**src/rtl/div_ctrl_pkg.sv**
```systemverilog
// Shared encodings for the EX-stage iterative divider: request/ready/signedness
// levels, the 2-bit sequencer state codes and the latched sign flags.
package div_ctrl_pkg;

    localparam logic DIV_START            = 1'b1;
    localparam logic DIV_NOT_START        = 1'b0;
    localparam logic DIV_RESULT_READY     = 1'b1;
    localparam logic DIV_RESULT_NOT_READY = 1'b0;
    localparam logic DIV_SIGNED           = 1'b1;
    localparam logic DIV_NOT_SIGNED       = 1'b0;

    localparam logic [1:0] DIV_FREE    = 2'b00;
    localparam logic [1:0] DIV_BY_ZERO = 2'b01;
    localparam logic [1:0] DIV_ON      = 2'b10;
    localparam logic [1:0] DIV_END     = 2'b11;

    typedef struct packed {
        logic is_signed;
        logic neg_dividend;
        logic neg_divisor;
    } div_sign_t;

    localparam div_sign_t DIV_SIGN_RESET = '{
        is_signed:    DIV_NOT_SIGNED,
        neg_dividend: 1'b0,
        neg_divisor:  1'b0
    };

endpackage

```
**src/rtl/div_ctrl_step.sv**
```systemverilog
// One restoring shift-subtract step: shift the partial remainder left, bring in
// the next dividend bit and keep the trial difference when it is non-negative.
module div_step #(
    parameter int WIDTH = 32
) (
    input  logic [WIDTH-1:0] rem_i,
    input  logic             bit_i,
    input  logic [WIDTH-1:0] divisor_i,
    output logic [WIDTH-1:0] rem_o,
    output logic             q_o
);

    logic [WIDTH:0] shifted;
    logic [WIDTH:0] diff;

    // rem_i < divisor_i always holds, so the difference fits in WIDTH bits
    // whenever it is non-negative and the top bit is a clean sign.
    always_comb begin
        shifted = {rem_i, bit_i};
        diff    = shifted - {1'b0, divisor_i};
        q_o     = ~diff[WIDTH];
        rem_o   = q_o ? diff[WIDTH-1:0] : shifted[WIDTH-1:0];
    end

endmodule

```
**src/rtl/div_ctrl.sv**
```systemverilog
// Sequencer for the shared iterative divider: accepts DIV/DIVU, runs WIDTH
// restoring steps, fixes signs and presents {remainder, quotient} for one cycle.
//
//   state       | meaning
//   DIV_FREE    | idle, sampling start_i
//   DIV_BY_ZERO | divisor was zero, result forced to 0
//   DIV_ON      | one restoring step per cycle, then sign fix-up
//   DIV_END     | result valid, ready_o high for this cycle only
module div_ctrl
    import div_ctrl_pkg::*;
#(
    parameter int WIDTH = 32,
    parameter int CNT_W = 6
) (
    input  logic               clk,
    input  logic               rst,
    input  logic               start_i,
    input  logic               signed_div_i,
    input  logic [WIDTH-1:0]   opdata1_i,
    input  logic [WIDTH-1:0]   opdata2_i,
    input  logic               annul_i,
    output logic [2*WIDTH-1:0] result_o,
    output logic               ready_o,
    output logic               busy_o
);

    localparam logic [CNT_W-1:0] STEPS = CNT_W'(WIDTH);

    logic [1:0]         state_q,   state_d;
    logic [CNT_W-1:0]   cnt_q,     cnt_d;
    logic [WIDTH-1:0]   dq_q,      dq_d;
    logic [WIDTH-1:0]   rem_q,     rem_d;
    logic [WIDTH-1:0]   divisor_q, divisor_d;
    div_sign_t          sign_q,    sign_d;
    logic [2*WIDTH-1:0] result_q,  result_d;

    logic [WIDTH-1:0]   step_rem;
    logic               step_q;
    logic               neg_op1;
    logic               neg_op2;
    logic               neg_quot;
    logic               neg_rem;

    function automatic logic [WIDTH-1:0] neg_if(input logic neg, input logic [WIDTH-1:0] v);
        return neg ? ((~v) + WIDTH'(1)) : v;
    endfunction

    // dq_q starts as the dividend magnitude; quotient bits shift in behind
    // the dividend bits being consumed, so it ends up holding the quotient.
    div_step #(
        .WIDTH(WIDTH)
    ) u_step (
        .rem_i    (rem_q),
        .bit_i    (dq_q[WIDTH-1]),
        .divisor_i(divisor_q),
        .rem_o    (step_rem),
        .q_o      (step_q)
    );

    always_comb begin
        state_d   = state_q;
        cnt_d     = cnt_q;
        dq_d      = dq_q;
        rem_d     = rem_q;
        divisor_d = divisor_q;
        sign_d    = sign_q;
        result_d  = result_q;

        neg_op1  = (signed_div_i == DIV_SIGNED) & opdata1_i[WIDTH-1];
        neg_op2  = (signed_div_i == DIV_SIGNED) & opdata2_i[WIDTH-1];
        neg_quot = sign_q.is_signed & (sign_q.neg_dividend ^ sign_q.neg_divisor);
        neg_rem  = sign_q.is_signed & sign_q.neg_dividend;

        case (state_q)
            DIV_FREE: begin
                if (start_i != DIV_NOT_START && !annul_i) begin
                    if (opdata2_i == '0) begin
                        state_d = DIV_BY_ZERO;
                    end else begin
                        dq_d      = neg_if(neg_op1, opdata1_i);
                        divisor_d = neg_if(neg_op2, opdata2_i);
                        rem_d     = '0;
                        cnt_d     = '0;
                        sign_d    = '{is_signed:    signed_div_i,
                                      neg_dividend: neg_op1,
                                      neg_divisor:  neg_op2};
                        state_d   = DIV_ON;
                    end
                end
            end
            DIV_BY_ZERO: begin
                result_d = '0;
                state_d  = DIV_END;
            end
            DIV_ON: begin
                if (cnt_q < STEPS) begin
                    rem_d = step_rem;
                    dq_d  = {dq_q[WIDTH-2:0], step_q};
                    cnt_d = cnt_q + CNT_W'(1);
                end else begin
                    result_d = {neg_if(neg_rem, rem_q), neg_if(neg_quot, dq_q)};
                    state_d  = DIV_END;
                end
            end
            DIV_END: begin
                state_d = DIV_FREE;
            end
            default: begin
                state_d = DIV_FREE;
            end
        endcase

        // A flush abandons whatever is in flight; ready_o for a DIV_END
        // cycle still shows because it is decoded from the current state.
        if (annul_i && state_q != DIV_FREE) begin
            state_d  = DIV_FREE;
            cnt_d    = '0;
            result_d = '0;
        end
    end

    always_ff @(posedge clk or negedge rst) begin
        if (!rst) begin
            state_q   <= DIV_FREE;
            cnt_q     <= '0;
            dq_q      <= '0;
            rem_q     <= '0;
            divisor_q <= '0;
            sign_q    <= DIV_SIGN_RESET;
            result_q  <= '0;
        end else begin
            state_q   <= state_d;
            cnt_q     <= cnt_d;
            dq_q      <= dq_d;
            rem_q     <= rem_d;
            divisor_q <= divisor_d;
            sign_q    <= sign_d;
            result_q  <= result_d;
        end
    end

    assign result_o = result_q;
    assign ready_o  = (state_q == DIV_END) ? DIV_RESULT_READY : DIV_RESULT_NOT_READY;
    assign busy_o   = (state_q != DIV_FREE);

endmodule

```
**config.mk**
```make
export PLATFORM = sky130hd
export DESIGN_NAME = div_ctrl
export DESIGN_NICKNAME = d
export VERILOG_FILES = /design/src/rtl/div_ctrl_pkg.sv /design/src/rtl/div_ctrl_step.sv /design/src/rtl/div_ctrl.sv
export SDC_FILE = /design/constraint.sdc
export NUM_CORES = 1
export LEC_CHECK = 0
export ABC_AREA = 1
export CORE_MARGIN = 4
export CORE_UTILIZATION = 45
export DETAILED_ROUTE_END_ITERATION = 8
export GPL_ROUTABILITY_DRIVEN = 0
export GPL_TIMING_DRIVEN = 0
export PLACE_DENSITY_LB_ADDON = 0.12
export SLEW_MARGIN = 20
export SYNTH_ARGS = -nofsm -noshare
export SYNTH_HDL_FRONTEND = slang
export SYNTH_SLANG_ARGS = --single-unit
```
**constraint.sdc**
```tcl
create_clock -name clk -period 2.6 [get_ports clk]
set_input_delay 0.26 -clock clk [delete_from_list [all_inputs] [get_ports clk]]
set_output_delay 0.26 -clock clk [all_outputs]
set_load 0.03 [all_outputs]
```
Word-level counts from Yosys, hierarchy flattened
Cells that the tools add are included.
- $add $sub $neg: 6
- $lt $le $gt $ge: 1
- equal/unequal tests: 10
- muxes and demuxes: 27
- bitwise gates (word level): 11
- reductions and logical operators: 14
- operator list (cell ; number):
    32-bit two-way mux ; 11
    32-bit by 1-bit adder with 32-bit output (second input constant) ; 4
    64-bit two-way mux ; 2
    32-bit NOT ; 4
    32-bit case mux with 2 select lines ; 2
    64-bit case mux with 2 select lines ; 1
    33-bit by 32-bit subtractor with 33-bit output ; 1
    32-bit zero test ; 1
    6-bit two-way mux ; 4
    3-bit inequality test (second input constant) ; 4
    6-bit case mux with 2 select lines ; 1
    2-bit two-way mux ; 4
    2-bit case mux with 4 select lines ; 1
    4-bit AND reduction ; 2
    6-bit by 1-bit adder with 6-bit output (second input constant) ; 1
    6-bit less-than comparator (second input constant) ; 1
    2-bit inequality test (second input constant) ; 3
    3-bit nonzero test ; 2
    1-bit AND ; 4
    2-bit equality test (second input constant) ; 2
    2-bit AND reduction ; 2
    2-bit nonzero test ; 2
    3-bit AND reduction ; 1
    2-bit by 1-bit equality test with 1-bit output (second input constant) ; 1
    other kinds (6) ; 8
- register bits: 171
- bits of input ports: 69
- output and inout port bits: 66
- logic and storage cells: 78

Depth between registers and ports, before layout
Gate-level depths: netlist (run 1).
- depth in word-level cells: 6
- depth in mapped cells: 18
- mapped depth without buffers: 18

Modules after synthesis
From an unflattened synthesis (run 1), not the netlist that was laid out.
- cells, all modules: 2300
- area, all modules: 13944.6 µm²
- modules (own cells, without submodules) (module ; times used ; cells each ; area each (µm²)):
    div_ctrl ; 1 ; 1620 ; 10794.1
    div_step ; 1 ; 680 ; 3150.5

Worst setup path after synthesis (run 1)
No wires, ideal clock.
- path type: register to register
- from: register dq_q[31]
- to: register rem_q[11]
- library setup time: 0.117 ns
- arrival time: 2.051 ns
- data required time: 2.483 ns
- slack: 0.432 ns
- cell stages (with the launch flop): 19
- path buffers: 1
- clock period less this slack: 2.168 ns
- path through: dfrtp_1 -> inv_1 -> ha_1 -> fa_1 -> inv_1 -> nand2_1 -> nand2_1 -> nand3_1 -> nand2_2 -> nand2_1 -> nand2_2 -> nand2_2 -> nand2_2 -> nand2_2 -> nand2_4 -> buf_8 -> nand2_2 -> nand3_1 -> nand2_1
- word-level cells in the longest chain between the ends: 4
- ends and longest elaborated chain (element ; line ; source):
    start, declared ; div_ctrl.sv:31 ; logic [WIDTH-1:0] dq_q, dq_d;
    start signal, assigned ; div_ctrl.sv:134 ; dq_q <= dq_d;
    33-bit by 32-bit subtractor with 33-bit output ; div_ctrl_step.sv:20 ; diff = shifted - {1'b0, divisor_i};
    32-bit two-way mux ; div_ctrl_step.sv:22 ; rem_o = q_o ? diff[WIDTH-1:0] : shifted[WIDTH-1:0];
    32-bit two-way mux ; div_ctrl.sv:96 ; if (cnt_q < STEPS) begin
    32-bit case mux with 2 select lines ; div_ctrl.sv:74 ; case (state_q)
    end signal, assigned ; div_ctrl.sv:135 ; rem_q <= rem_d;
    end, declared ; div_ctrl.sv:32 ; logic [WIDTH-1:0] rem_q, rem_d;
Every way passes these cells. The select of a mux whose other input is x is not followed.
A chain may end at the register's enable or synchronous reset.

Final worst setup path (run 1)
- from: register dq_q[31]
- to: register rem_q[20]
Same word-level chain as after synthesis.

==> results of run 1 <==
power breakdown:
group          switching, mW  leakage, nW  internal, mW
Clock                   1.21        0.289          1.54
Sequential             0.576         2.27          3.28
Combinational           5.32         5.53          2.55
Total                   7.11         8.09          7.37
per-layer routing:
metal | track usage | vias to the layer above | wire length [microns]
met1 | 0.3997 | 6024 | 19740
met5 | 0 | - | 0
li1 | - | 6772 | -
met2 | 0.3678 | 505 | 16930
met3 | 0.04366 | 53 | 3526
met4 | 0.06908 | 0 | 727
worst max-delay path: cells and delay by family (launching register included):
| kind | cells | cell delay (ps) |
|---|---|---|
| and+or+nand+nor | 13 | 1130 |
| buffers and inverters | 3 | 310 |
| DFF | 1 | 420 |
| adders and majority gates | 2 | 540 |
state kept, by name, summed over array words and instances (netlist names):
name / cells
divisor_q: 32
state_q: 2
sign_q: 3
rem_q: 32
dq_q: 32
result_o: 64
cnt_q: 6
Yosys cell counts (all sizes together) (3+ instances only):
master and instances:
buf 42, a31oi 5, o21ai 181, nor3 32, ha 41, clkbuf 16
dfrtp 171, nand2 670, inv 279, o211ai 18, xor2 34, a21oi 84
xnor2 20, nand3 164, or2 7, nand4 27, o31ai 7, a22oi 3
a21boi 3, nor2 181, o22ai 5
cell families (layout without fill, tap and decap cells):
logic type,after synthesis,in the layout,share of synthesized area
compound gates,316,316,0.1350
xor+xnor,54,54,0.03628
flops,171,171,0.3283
fa+ha+maj,42,42,0.04089
buf+inv,338,518,0.1060
simple gates,1087,1087,0.3536
how the worst max path moves through the flow:
stage                     slack [ps]       start  cells after the start            end
after floorplan                  430    dq_q[31]                     18      rem_q[11]
final                             80    dq_q[31]                     18      rem_q[20]
after detailed placement        -170  state_q[0]                     10    result_o[0]
after global routing             -50    dq_q[31]                     18      rem_q[22]
after global placement         -5890         rst                      1  divisor_q[19]
after CTS                         50    dq_q[31]                     18      rem_q[22]
layout make-up:
class | count | area share
plain buffers | 58 | 0.02214
multi-input cells | 1499 | 0.4732
repair buffers | 148 | 0.09683
inverters | 280 | 0.06667
clock inverters | 13 | 0.01167
well taps | 384 | 0.03048
clock buffers | 19 | 0.02746
flip-flops and latches | 171 | 0.2715
timing repair:
action	CTS	global route
cloned	0	3
setup buffers	2	7
endpoints found under the hold margin	85	0
resized for setup	5	20
pin swaps	1	6
hold buffers	1	0
setup endpoints to repair	64	73
==> summary.md, run 1 <==
| Metric | Value |
|---|---|
| Status | complete, no violations |
| # port buffers | 134 |
| Worst EP required | 2940 ps |
| Util after Layout | 0.5507 |
| Crit-path cells | inv_2 -> ha_4 -> fa_2 -> inv_1 -> nand2_1 -> nand2_2 -> nand3_1 -> nand2_2 -> nand2_1 -> nand2_2 -> nand2_2 -> nand2_2 -> nand2_2 -> nand2_8 -> buf_8 -> nand3_1 -> nand3_1 -> nand2_1 |
| Multi-input logic area | 7460 sq um |
| Area after DPL | 14890 sq um |
| Min-Delay Path Class | primary input to asynchronous set/reset pin |
| Top FF cell, synth | dfrtp_1 |
| Fin nets | 2286 |
| First drt pass iteration count | 5 |
| FF-to-FF End | rem_q[20] |
| Synth cell types | 53 |
| Final hold slack | 391.3 ps |
| Flip-flop and latch area | 4280 sq um |
| Max IR drop VDD | 533.4 uV |
| Fillers | 2806 |
| Synth top area share | 0.3283 |
| Warnings from Yosys | 0 |
| Maximum capacitance violations | 0 |
| DR iter-0 viols | 1108 |
| Worst setup margin | 84.97 ps |
| Largest net degree at the start of global routing | 87 |
| Cells after DPL | 2527 |
| IO Count | 135 |
| Tcrit/Tclk final | 0.9673 |
| Overall power | 14.48 mW |
| Row cnt | 62 |
| Tot GR Track Use | 0.2574 |
| Syn_nets | 2119 |
| Drt wl/cell | 15.91 microns |
| Die area | 31750 sq um |
| Sequential fraction of the synthesis area | 0.3283 |
| Main area contributors after synthesis | dfrtp_1, nand2_1, inv_1, nand3_1, o21ai_0 |
| Most frequent cells in the layout | nand2_1, inv_1, nor2_1, dfrtp_1, nand3_1 |
| Arr. time, crit path | 2860 ps |
| RSZ-0062 raised after global routing | yes |
| Commonest non-fill, non-tap cell in the layout | nand2_1 |
| Worst setup EP type | flop |
| DRC viols | 0 |
| Vias per cell | 5.192 |
| Htree depth | 4 |
| Synth-to-layout area growth | 20.94% |
| First-pass GRT wire length | 64980 microns |
| FFs w/ async S/R, synth | 1.000 |
| Root buf cell | clkbuf_16 |
| Worst-Skew Late Latency | 460 ps |
| Avg Cell Area, Syn | 6.492 sq um |
| Layout Cells excl Fill | 2572 |
| Post-layout min period | 2515 ps |
| Starting Density | 0.4554 |
| Final instance area | 15760 sq um |
| Worst-path clk slew | 70 ps |
| Slowest CP cell | dfrtp_1 |
| GRT Residual Overflow | 0 |
| Clk buf depth | 2 |
| Reg2Reg Setup Slack | 80 ps |
| Vias in the first global route | 12265 |
| Reg2Reg Depth | 18 |
| Crit start category | flop |
| Post-DRT Antenna Nets | 0 |
| Synth Register Bits | 171 |
| Core box area | 28630 sq um |
| Final setup fails | 0 |
| Leak Pwr | 8.094 nW |
| Post-Route WL | 40920 microns |
| Critical path's most frequent cell | nand2_2 |
| Worst slack at placement | -172.5 ps |
| Fin Clk Skew | 16.24 ps |
| Die X | 178.2 microns |
| Initial antenna violation count | 0 |
| P per Cell Area | 918.4 nW/um^2 |
| CP Max Fanout | 6 |
| Cts bufs inserted | 17 |
| CP max stage delay | 420 ps |
| Layout cells sized above 1 | 0.07998 |
| Relative slew slack | 0.5710 |
| R2R Path Start | dq_q[31] |
| Post-Synthesis Cell Area | 13040 sq um |
| Area leader, netlist | dfrtp_1 |
| Die Y | 178.2 microns |
| Antenna cells | 0 |
| Sink Count | 171 |
| Post-synth EDFFs | 0 |
| F_max | 0.3976 GHz |
| Final TNS setup | 0 ps |
| Final Hold Viols | 0 |
| CTS tree | yes |
| WS Path Type | flop to flop |
| Slew at the pin closest to its max-slew limit | 643.5 ps |
| Total vias in the final route | 13354 |
| Post-detail-place hpwl | 32770 microns |
| Post-synthesis cell count | 2008 |
| Final Max Slew Viols | 0 |
Note: power is estimated with default switching activity, not from simulation.
==> run 2: changes to the inputs <==
Settings changed: ABC_AREA 1 to not set.
==> run 2 against run 1 <==
Compared with the run above: the run now ends with setup timing left; cell area shrank 7.1%; non-clock buffer count grew 39; sequential power is essentially flat; critical path type unchanged; largest cell class unchanged.
==> summary.md, run 2 <==
| Metric | Value |
|---|---|
| Max reg flops | 64 (unchanged) |
| Simple-gate share of the synthesized area | 0.1848 (-0.1689) |
| Antenna cells | 0 (unchanged) |
| Tcrit/Tclk final | 1.192 (+0.2247) |
| Final Hold Viols | 0 (unchanged) |
| Post-synthesis mux area share | 0.03012 (+0.03012) |
| Layout Cells excl Fill | 1916 (-26%) |
| Status | finished with violations |
| Area fraction in compound gates after synthesis | 0.2085 (+0.07356) |
| GRT Residual Overflow | 0 (unchanged) |
| CP bufs+invs | 3 (unchanged) |
| Final instance area | 14650 sq um (-7.1%) |
| P per Cell Area | 861.2 nW/um^2 (-6.2%) |
| Relative slew slack | 0.5938 (+0.02281) |
| Synth top area share | 0.3745 (+0.04627) |
| RSZ-0062 raised after global routing | yes |
| Post-Route WL | 32320 microns (-21%) |
| Crit start category | flop |
| Cells after DPL | 1843 (-27%) |
| WS Path Type | flop to flop |
| Fin nets | 1684 (-26%) |
| Post-layout min period | 3099 ps (+584.2 ps) |
| Tot GR Track Use | 0.2236 (-0.03380) |
| Area after DPL | 13220 sq um (-11%) |
| Post-synthesis cell count | 1379 (-31%) |
| Maximum capacitance violations | 0 (unchanged) |
| CTS tree | yes |
| Post-detail-place hpwl | 24550 microns (-25%) |
| F_max | 0.3227 GHz (-19%) |
| Root buf cell | clkbuf_16 |
| Cts bufs inserted | 17 (unchanged) |
| Starting Density | 0.4550 (about the same) |
| Overall power | 12.62 mW (-13%) |
| Synth cell count leaders | nand2_1, dfrtp_1, o21ai_0, a21oi_1, nor2_1 |
| Drt wl/cell | 16.87 microns (+6.0%) |
| # port buffers | 133 (-0.75%) |
| First drt pass iteration count | 5 (unchanged) |
| Max IR drop VDD | 390.0 uV (-27%) |
| Fin Clk Skew | 15.11 ps (-1.132 ps) |
| Leak Pwr | 6.187 nW (-24%) |
| Vias in the first global route | 9794 (-20%) |
| Htree depth | 4 (unchanged) |
| Die X | 167.3 microns (-6.1%) |
| Core box area | 25110 sq um (-12%) |
| Sequential fraction of the synthesis area | 0.3745 (+0.04627) |
| Syn_nets | 1490 (-30%) |
| Warnings from Yosys | 0 (unchanged) |
| Largest family of logic cells by synthesized area | compound AO/OA/AOI/OAI gates |
| Top FF cell, synth | dfrtp_1 |
| CP max stage delay | 430 ps (about the same) |
| Final hold slack | 153.6 ps (-237.7 ps) |
| Worst EP required | 2920 ps (-20 ps) |
| DR iter-0 viols | 768 (-31%) |
| FFs w/ async S/R, synth | 1.000 (unchanged) |
| IO Count | 135 (unchanged) |
| Synth cell types | 75 (+42%) |
| Final Max Slew Viols | 0 (unchanged) |
| Total vias in the final route | 10428 (-22%) |
| Fillers | 2350 (-16%) |
| Post-synth EDFFs | 0 (unchanged) |
| Worst setup EP type | flop |
| Adder-cell share of the synthesized area | 0.04665 (+0.005763) |
| Commonest non-fill, non-tap cell in the layout | nand2_1 |
| CP Max Fanout | 6 (unchanged) |
| DRC viols | 0 (unchanged) |
| Crit-path cells | ha_4 -> fa_2 -> nand2b_4 -> a21oi_4 -> o211ai_4 -> o31ai_4 -> a41oi_4 -> buf_4 -> o2111ai_4 -> o311ai_4 -> buf_6 -> buf_12 -> mux2i_1 -> a22o_1 |
| Layout cells sized above 1 | 0.1299 (+0.04990) |
| CP top delay family | compound AO/OA/AOI/OAI gates |
| Initial antenna violation count | 0 (unchanged) |
| Worst-Skew Late Latency | 440 ps (-20 ps) |
| Row cnt | 58 (-6.5%) |
| Slowest CP cell | dfrtp_1 |
| Worst slack at placement | -1235 ps (-1063 ps) |
| Util after Layout | 0.5834 (+0.03271) |
| Post-Synthesis Cell Area | 11420 sq um (-12%) |
| Die area | 28000 sq um (-12%) |
| Die Y | 167.3 microns (-6.1%) |
| Synth Register Bits | 171 (unchanged) |
| Clk buf depth | 2 (unchanged) |
| Avg Cell Area, Syn | 8.285 sq um (+28%) |
| First-pass GRT wire length | 51910 microns (-20%) |
| Worst setup margin | -499.3 ps (-584.2 ps) |
| Post-Synth XOR/XNOR Area | 0.1081 (+0.07181) |
| Final TNS setup | -15560 ps (-15560 ps) |
| Sink Count | 171 (unchanged) |
| Worst-path clk slew | 80 ps (about the same) |
| Main area contributors after synthesis | dfrtp_1, nand2_1, o21ai_0, xor2_1, a21oi_1 |
| Arr. time, crit path | 3420 ps (+560 ps) |
| Largest net degree at the start of global routing | 96 (+10%) |
| Min-Delay Path Class | primary input to flop |
| Most frequent cells in the layout | nand2_1, dfrtp_1, o21ai_0 |
| Violated checks | setup timing |
| Synth-to-layout area growth | 28.22% |
| Most common cell in the netlist | nand2_1 |
| Post-DRT Antenna Nets | 0 (unchanged) |
| Slew at the pin closest to its max-slew limit | 609.3 ps (-34.21 ps) |
| Final setup fails | 33 (+33) |
| Vias per cell | 5.443 (+4.8%) |
| Area leader, netlist | dfrtp_1 |
## run 2: cell count changes in the layout (fill, tap and decap cells not counted), moves of 18 or more
cell      change
xnor2_1      +45
nand4_1      -22
a21oi_1      +37
clkbuf_1     +18
nand3_1     -137
buf_4        +24
inv_1       -217
nor2_1       -64
xor2_1       +40
mux2i_1      +26
nand2_1     -433
nand2_2      -23
o21ai_1      +23
## run 2: what timing repair did
item / CTS / global route
endpoints found under the hold margin: 76 / 0
gates cloned: 1 / 2
endpoints found under the setup margin: 169 / 155
setup buffers: 23 / 15
hold buffers: 1 / 0
resized for setup: 66 / 86
pin swaps: 17 / 24
## run 2: routing by layer
| layer | track usage | up-vias | part of all wire |
|---|---|---|---|
| li1 | - | 5199 | - |
| met1 | 0.3444 | 4918 | 0.50 |
| met2 | 0.3408 | 285 | 0.44 |
| met3 | 0.02455 | 26 | 0.052 |
| met5 | 0 | - | 0 |
| met4 | 0.04834 | 0 | 0.011 |
## run 2: kinds of logic after synthesis
group           count (synthesis)
simple gates                  457
mux                            34
flops                         171
compound gates                408
xor+xnor                      141
buf+inv                       126
fa+ha+maj                      42
## run 2: layout make-up
cell class	count	area, sq um	area share
clock buffers	17	425.4	0.02904
repair buffers	176	1702	0.1162
multi-input cells	1082	7067	0.4824
inverters	56	210.2	0.01435
flip-flops and latches	171	4287	0.2926
plain buffers	69	379.1	0.02588
well taps	330	412.9	0.02819
clock inverters	15	166.4	0.01136
## run 2: final timing paths
path | startpoint | endpoint | slack, ps | cells after the start
setup / recovery | divisor_q[0] | rem_q[1] | -500 | 14
hold / removal | opdata2_i[1] | divisor_q[1] | 150 | 3
setup reg to reg | divisor_q[0] | rem_q[1] | -500 | 14
hold reg to reg | result_o[23] | result_o[23] | 480 | 2
max in group asynchronous | rst | rem_q[6] | 1370 | 3
min in group asynchronous | rst | result_o[13] | 360 | 2
## run 2: tightest hold or removal path, stage by stage
cell	delay, ps
buf_2	100
mux2i_1	70
o21ai_0	130
## run 2: where the power goes
part	internal (mW)	leakage [nW]	switching, mW
combinational	2.37	3.65	3.77
clock	1.38	0.285	1.23
sequential	3.21	2.25	0.665
total	6.96	6.19	5.66
